<file path="src/rtl/mc_controller_pkg.sv">
// mc_controller_pkg: shared encodings for the multi-cycle control FSM.
//   Opcode/func codes of the supported instructions, datapath mux encodings,
//   FSM state type and the one-hot instruction class produced by the decoder.
package mc_controller_pkg;

    // Opcodes (IR[31:26])
    localparam logic [5:0] OP_RTYPE = 6'b000000;
    localparam logic [5:0] OP_ORI   = 6'b001101;
    localparam logic [5:0] OP_LUI   = 6'b001111;
    localparam logic [5:0] OP_LW    = 6'b100011;
    localparam logic [5:0] OP_SW    = 6'b101011;
    localparam logic [5:0] OP_BEQ   = 6'b000100;
    localparam logic [5:0] OP_JAL   = 6'b000011;

    // R-type func codes (IR[5:0])
    localparam logic [5:0] FN_ADDU  = 6'b100001;
    localparam logic [5:0] FN_SUBU  = 6'b100011;
    localparam logic [5:0] FN_JR    = 6'b001000;
    localparam logic [5:0] FN_SLL   = 6'b000000;

    // ALU operation select
    localparam logic [2:0] ALU_ADD  = 3'b000;
    localparam logic [2:0] ALU_SUB  = 3'b001;
    localparam logic [2:0] ALU_OR   = 3'b010;
    localparam logic [2:0] ALU_LUI  = 3'b011;

    // Register-file write address select
    localparam logic [1:0] WR_RT    = 2'b00;
    localparam logic [1:0] WR_RD    = 2'b01;
    localparam logic [1:0] WR_RA    = 2'b10;

    // Register-file write data select
    localparam logic [1:0] WD_ALU   = 2'b00;
    localparam logic [1:0] WD_MEM   = 2'b01;
    localparam logic [1:0] WD_PC4   = 2'b10;

    typedef enum logic [2:0] {
        StRst    = 3'd0,
        StFetch  = 3'd1,
        StDecode = 3'd2,
        StExe    = 3'd3,
        StMem    = 3'd4,
        StWb     = 3'd5,
        StHalt   = 3'd6
    } state_t;

    // At most one bit set; all-zero means the instruction is not supported.
    typedef struct packed {
        logic addu;
        logic subu;
        logic jr;
        logic nop;
        logic ori;
        logic lui;
        logic lw;
        logic sw;
        logic beq;
        logic jal;
    } instr_cls_t;

endpackage

</file>
<file path="src/rtl/mc_controller_decode.sv">
// mc_controller_decode: combinational instruction classifier.
//   opcode  in  6   instruction opcode
//   func    in  6   R-type function field
//   cls     out     one-hot instruction class
//   illegal out 1   opcode/func combination not supported
module mc_controller_decode
    import mc_controller_pkg::*;
(
    input  logic [5:0]  opcode,
    input  logic [5:0]  func,
    output instr_cls_t  cls,
    output logic        illegal
);

    always_comb begin
        cls = '0;
        unique case (opcode)
            OP_RTYPE: begin
                unique case (func)
                    FN_ADDU: cls.addu = 1'b1;
                    FN_SUBU: cls.subu = 1'b1;
                    FN_JR:   cls.jr   = 1'b1;
                    FN_SLL:  cls.nop  = 1'b1;
                    default: ;
                endcase
            end
            OP_ORI:  cls.ori = 1'b1;
            OP_LUI:  cls.lui = 1'b1;
            OP_LW:   cls.lw  = 1'b1;
            OP_SW:   cls.sw  = 1'b1;
            OP_BEQ:  cls.beq = 1'b1;
            OP_JAL:  cls.jal = 1'b1;
            default: ;
        endcase
        illegal = (cls == '0);
    end

endmodule

</file>
<file path="src/rtl/mc_controller.sv">
// mc_controller: multi-cycle MIPS-subset control FSM.
//   clk, reset (async, active low)
//   opcode/func : instruction fields from IR (valid from decode onward)
//   zero        : ALU zero flag (branch resolved in datapath; not used here)
//   mem_ready   : data memory access completes this cycle
//   PCWr IRWr beq jal jr ALUOP EXTOP WRSel BSel WDSel RFWr DMWr : datapath controls
//   instr_done  : retire pulse (== PCWr), instr_cnt : retired instruction count
//   illegal     : sticky unsupported-instruction flag, halted : in halt state
module mc_controller
    import mc_controller_pkg::*;
#(
    parameter int unsigned CNT_W        = 32,
    parameter bit          ILLEGAL_TRAP = 1'b1
) (
    input  logic             clk,
    input  logic             reset,
    input  logic [5:0]       opcode,
    input  logic [5:0]       func,
    input  logic             zero,
    input  logic             mem_ready,
    output logic             PCWr,
    output logic             IRWr,
    output logic             beq,
    output logic             jal,
    output logic             jr,
    output logic [2:0]       ALUOP,
    output logic             EXTOP,
    output logic [1:0]       WRSel,
    output logic             BSel,
    output logic [1:0]       WDSel,
    output logic             RFWr,
    output logic             DMWr,
    output logic             instr_done,
    output logic [CNT_W-1:0] instr_cnt,
    output logic             illegal,
    output logic             halted
);

    state_t           state_q, state_d;
    logic [5:0]       op_q, fn_q;
    logic             illegal_q;
    logic [CNT_W-1:0] cnt_q;

    logic [5:0]       dec_op, dec_fn;
    instr_cls_t       cls;
    logic             dec_illegal;
    logic             unused_zero;

    assign unused_zero = zero;

    // Decode sees the live IR only during decode; afterwards the latched copy,
    // so later outputs cannot glitch if the IR changes.
    assign dec_op = (state_q == StDecode) ? opcode : op_q;
    assign dec_fn = (state_q == StDecode) ? func   : fn_q;

    mc_controller_decode u_decode (
        .opcode  (dec_op),
        .func    (dec_fn),
        .cls     (cls),
        .illegal (dec_illegal)
    );

    always_comb begin
        state_d = state_q;
        PCWr    = 1'b0;
        IRWr    = 1'b0;
        beq     = 1'b0;
        jal     = 1'b0;
        jr      = 1'b0;
        ALUOP   = ALU_ADD;
        EXTOP   = 1'b0;
        WRSel   = WR_RT;
        BSel    = 1'b0;
        WDSel   = WD_ALU;
        RFWr    = 1'b0;
        DMWr    = 1'b0;
        halted  = 1'b0;

        unique case (state_q)
            StRst: state_d = StFetch;
            StFetch: begin
                IRWr    = 1'b1;
                state_d = StDecode;
            end
            StDecode: begin
                if (dec_illegal) begin
                    if (ILLEGAL_TRAP) begin
                        state_d = StHalt;
                    end else begin
                        PCWr    = 1'b1;
                        state_d = StFetch;
                    end
                end else if (cls.nop) begin
                    PCWr    = 1'b1;
                    state_d = StFetch;
                end else if (cls.jal) begin
                    state_d = StWb;
                end else begin
                    state_d = StExe;
                end
            end
            StExe: begin
                if (cls.beq) begin
                    beq     = 1'b1;
                    PCWr    = 1'b1;
                    state_d = StFetch;
                end else if (cls.jr) begin
                    jr      = 1'b1;
                    PCWr    = 1'b1;
                    state_d = StFetch;
                end else if (cls.lw || cls.sw) begin
                    state_d = StMem;
                end else begin
                    state_d = StWb;
                end
            end
            StMem: begin
                if (cls.sw) begin
                    // Write strobe stays up until memory accepts it.
                    DMWr = 1'b1;
                    if (mem_ready) begin
                        PCWr    = 1'b1;
                        state_d = StFetch;
                    end
                end else if (mem_ready) begin
                    state_d = StWb;
                end
            end
            StWb: begin
                RFWr    = 1'b1;
                PCWr    = 1'b1;
                state_d = StFetch;
                if (cls.addu || cls.subu) begin
                    WRSel = WR_RD;
                end else if (cls.lw) begin
                    WDSel = WD_MEM;
                end else if (cls.jal) begin
                    WRSel = WR_RA;
                    WDSel = WD_PC4;
                    jal   = 1'b1;
                end
            end
            StHalt: halted = 1'b1;
            default: state_d = StRst;
        endcase

        // ALU controls held from execute through write-back so results stay stable.
        if (state_q == StExe || state_q == StMem || state_q == StWb) begin
            if (cls.subu || cls.beq) begin
                ALUOP = ALU_SUB;
            end else if (cls.ori) begin
                ALUOP = ALU_OR;
            end else if (cls.lui) begin
                ALUOP = ALU_LUI;
            end else begin
                ALUOP = ALU_ADD;
            end
            BSel  = cls.ori | cls.lui | cls.lw | cls.sw;
            EXTOP = cls.lw | cls.sw;
        end
    end

    always_ff @(posedge clk or negedge reset) begin
        if (!reset) begin
            state_q   <= StRst;
            op_q      <= '0;
            fn_q      <= '0;
            illegal_q <= 1'b0;
            cnt_q     <= '0;
        end else begin
            state_q <= state_d;
            if (state_q == StDecode) begin
                op_q <= opcode;
                fn_q <= func;
                if (dec_illegal) begin
                    illegal_q <= 1'b1;
                end
            end
            if (PCWr) begin
                cnt_q <= cnt_q + CNT_W'(1);
            end
        end
    end

    assign instr_done = PCWr;
    assign instr_cnt  = cnt_q;
    assign illegal    = illegal_q;

endmodule

</file>
<file path="config.mk">
export PLATFORM = sky130hd
export DESIGN_NAME = mc_controller
export DESIGN_NICKNAME = d
export VERILOG_FILES = /design/src/rtl/mc_controller_pkg.sv /design/src/rtl/mc_controller_decode.sv /design/src/rtl/mc_controller.sv
export SDC_FILE = /design/constraint.sdc
export NUM_CORES = 1
export LEC_CHECK = 0
export CORE_UTILIZATION = 40
export CTS_BUF_LIST = sky130_fd_sc_hd__clkbuf_16
export CTS_CLUSTER_SIZE = 10
export DETAILED_ROUTE_END_ITERATION = 7
export PLACE_DENSITY = 0.67
export SYNTH_ARGS = -nofsm -noshare
export SYNTH_HDL_FRONTEND = slang
export SYNTH_SLANG_ARGS = --single-unit
export TNS_END_PERCENT = 10
</file>
<file path="constraint.sdc">
create_clock -name clk -period 3.5 [get_ports clk]
set_clock_uncertainty 0.2 [all_clocks]
set_input_delay 0.35 -clock clk [delete_from_list [all_inputs] [get_ports clk]]
set_output_delay 0.35 -clock clk [all_outputs]
set_load 0.02 [all_outputs]
</file>
==> out/metrics.cfg <==
[status]
outcome = complete, no violations

[global_route]
grt_max_degree = 49
antenna_found_initial = 0
grtUsageTotal_pct = 19.5
grt_pass1_wl_um = 11000
grt-ovfl-total = 0
grt_pass1_vias = 2255

[critical_path]
start_kind = flip-flop
path_buf_inv = 1
cp.required_ps = 2950
critical_path.max_fanout = 20
critical_path.cell_chain = or3b_4, nor4_4, a21oi_1, nor2_1, a22o_1, nor2b_1, clkdlybuf4s50_1
critPathKind = reg2out
critPathArrivalTime_ps = 2770
slowest_delay_ps = 600
crit_path_top_delay_cell = clkdlybuf4s50_1
worstSetupEndpointType = output port
path_delay_family = simple AND/OR/NAND/NOR gates

[logic_synthesis]
yosysTopAreaCellShare_pct = 45.4
ys_ff_latch = 48
syn_inst = 285
synth-edff-count = 0
yosysSeqAreaShare_pct = 45.4
yosysTopAreaCell = dfrtp_1
synth_area_sq_um = 2640
async_flop_share_pct = 100
synth.avg_cell_area_sq_um = 9.28
ys_top_cells_by_area = dfrtp_1 (45%), nand2_1 (8.1%), xor2_1 (6.3%)
synth.net_count = 302
synthFlopType = dfrtp_1
synthDistinctLibCells = 48
synth_warnings = 0

[clock_tree]
clk_path_buf_depth = 2
htree_num_levels = 2
cts_tree = built
cts_sinks = 48
clk_pin_slew_ps = 70
root_buffer = clkbuf_16
cts_setup_buffers = 0
cts_buffers = 5
clkLatencyLatePin_ps = 290

[sta]
worstMarginPinSlew_ps = 1070
holdWs_ps = 44.5
setup_tns_ps = 0
setup_violations = 0
period_minus_slack_ps = 3320
period_share_pct = 94.7
fmaxAchievable_mhz = 302
slew_headroom_pct = 28.8
maxSlewViolCount = 0
hold_violations = 0
rsz0062_at_grt = true

[placed_design]
place_inst = 417
io_buffers = 64
routabilityCongestion = 0.883
dpl.hpwl_um = 4540

[floorplan]
io_pins = 67
core_area_sq_um = 6350
die_y_um = 83.3
die_width_um = 83.3
initial_utilization_pct = 41.6
dieArea_sq_um = 6940
fp-row-count = 29

[drt]
first_pass_iters = 4
vias = 2300
route.antenna.remaining_nets = 0
wire_per_inst_um = 15.0
vias_per_cell = 5.41
drt_iter0_drc = 155
drcViolationCount = 0
wirelength_um = 6390

[final_layout]
diodes = 0
nFillCells = 576
area_growth_pct = 33.3
final_nets = 364
multi_input_area_sq_um = 1350
final_cells = 425
fin_util_pct = 55.5
drive_above_1_share_pct = 7.76
seq_area_sq_um = 1200

[hold_path]
hp-class = in2async

[power]
p_comb_share_pct = 36.6
seqPwrFrac_pct = 37.7
leakagePower_nw = 1.43
p_sw_share_pct = 36.8
p_clk_share_pct = 25.7
pwr_density_cell_nw_per_um2 = 598
internal_power_w = 0.00133
p_sw_w = 0.000777
irDropWorstVdd_uv = 421

[run]
cap_violations = 0

## layer usage
layer	GRT usage (%)	part of all wire [%]	vias up	wire [um]
met2	31.1	47	65	2990
met5	0	0	-	0
met3	4.27	5.8	2	368
met1	27.2	47	1113	3000
li1	-	-	1120	-
met4	4.39	0.38	0	24
## worst paths after layout
| path | slack [ps] | to | cells after the start | start |
|---|---|---|---|---|
| max in group asynchronous | 2380 | op_q[5] | 1 | reset |
| min in group clk | 270 | instr_cnt[31] | 1 | instr_cnt[31] |
| min | 40 | instr_cnt[27] | 1 | reset |
| max | 180 | ALUOP[0] | 7 | state_q[2] |
| min reg2reg | 270 | instr_cnt[31] | 1 | instr_cnt[31] |
| max reg2reg | 460 | instr_cnt[30] | 7 | state_q[2] |
## area by class of cell
cell class,count,share of cell area (%)
multi-input combinational,216,38.3
sequential,48,34.1
timing repair buffer,70,19.5
clock buffer,5,3.55
tap,77,2.73
clock inverter,3,1.21
inverter,6,0.639
## cell usage after synthesis (2+ instances only)
cell and n:
nand2_1 57, dfrtp_1 48, xor2_1 19, nor3_1 18
nor2_1 12, xnor2_1 11, nand4_1 10, a21oi_1 9
nand3_1 9, nor3b_1 9, and3_1 6, clkbuf_1 6
nor4_1 6, and4_1 5, buf_4 5, inv_1 5
o21ai_0 4, a21o_1 3, a31oi_1 3, and2_1 3
buf_2 3, nand2b_1 3, nor4_2 3, nor4b_1 3
nor4bb_1 2
## metrics by stage
step / setup WS (ps) / total power (W) / area, sq um
3_3_place_gp: 337 / 0.00156 / 3350
6_report: 185 / 0.00211 / 3520
4_1_cts: 11.6 / 0.00212 / 3510
2_1_floorplan: 780 / 0.00130 / 2640
3_5_place_dp: 326 / 0.00157 / 3350
5_1_grt: -10.7 / 0.00226 / 3520
## sequential cells by signal, indices dropped and copies added, names as in the netlist
name and flops:
op_q 6, illegal 1, fn_q 6, state_q 3, instr_cnt 32
## power by group through the flow
stage | logic [W] | clock network [W] | registers, W
final | 0.000772 | 0.000541 | 0.000795
after global routing | 0.000859 | 0.000581 | 0.000818
after CTS | 0.000774 | 0.000553 | 0.000792
after detailed placement | 0.000771 | 0 | 0.000800
after global placement | 0.000765 | 0 | 0.000798
after floorplan | 0.000494 | 0 | 0.000804
## logic make-up after synthesis
family                     after synthesis  synth area share [%]
AOI/OAI and AO/OA                       27                  6.77
DFF                                     48                  45.4
and+or+nand+nor                        155                  32.4
xor gates and xnor gates                31                  10.6
adders and majority gates                1                 0.473
other                                    1                 0.142
muxes                                    1                 0.379
buffers and inverters                   21                  3.83
## cell usage in the layout, fill, tap and decap left out, drive strengths merged, types with 4 or more instances in the layout
master / instances
nor2: 12
nand4: 11
a21oi: 9
and4: 5
clkdlybuf4s50: 61
clkbuf: 5
nand2: 57
inv: 6
nor3b: 9
o21ai: 4
dfrtp: 48
nor4: 10
and3: 6
xnor2: 12
buf: 7
nand3: 9
nor3: 18
xor2: 19
## repair_timing
item | in CTS | in global routing
hold buffers | 0 | 0
setup endpoints to repair | 0 | 4
resized for setup | 0 | 3
Note: power is estimated with default switching activity, not from simulation.
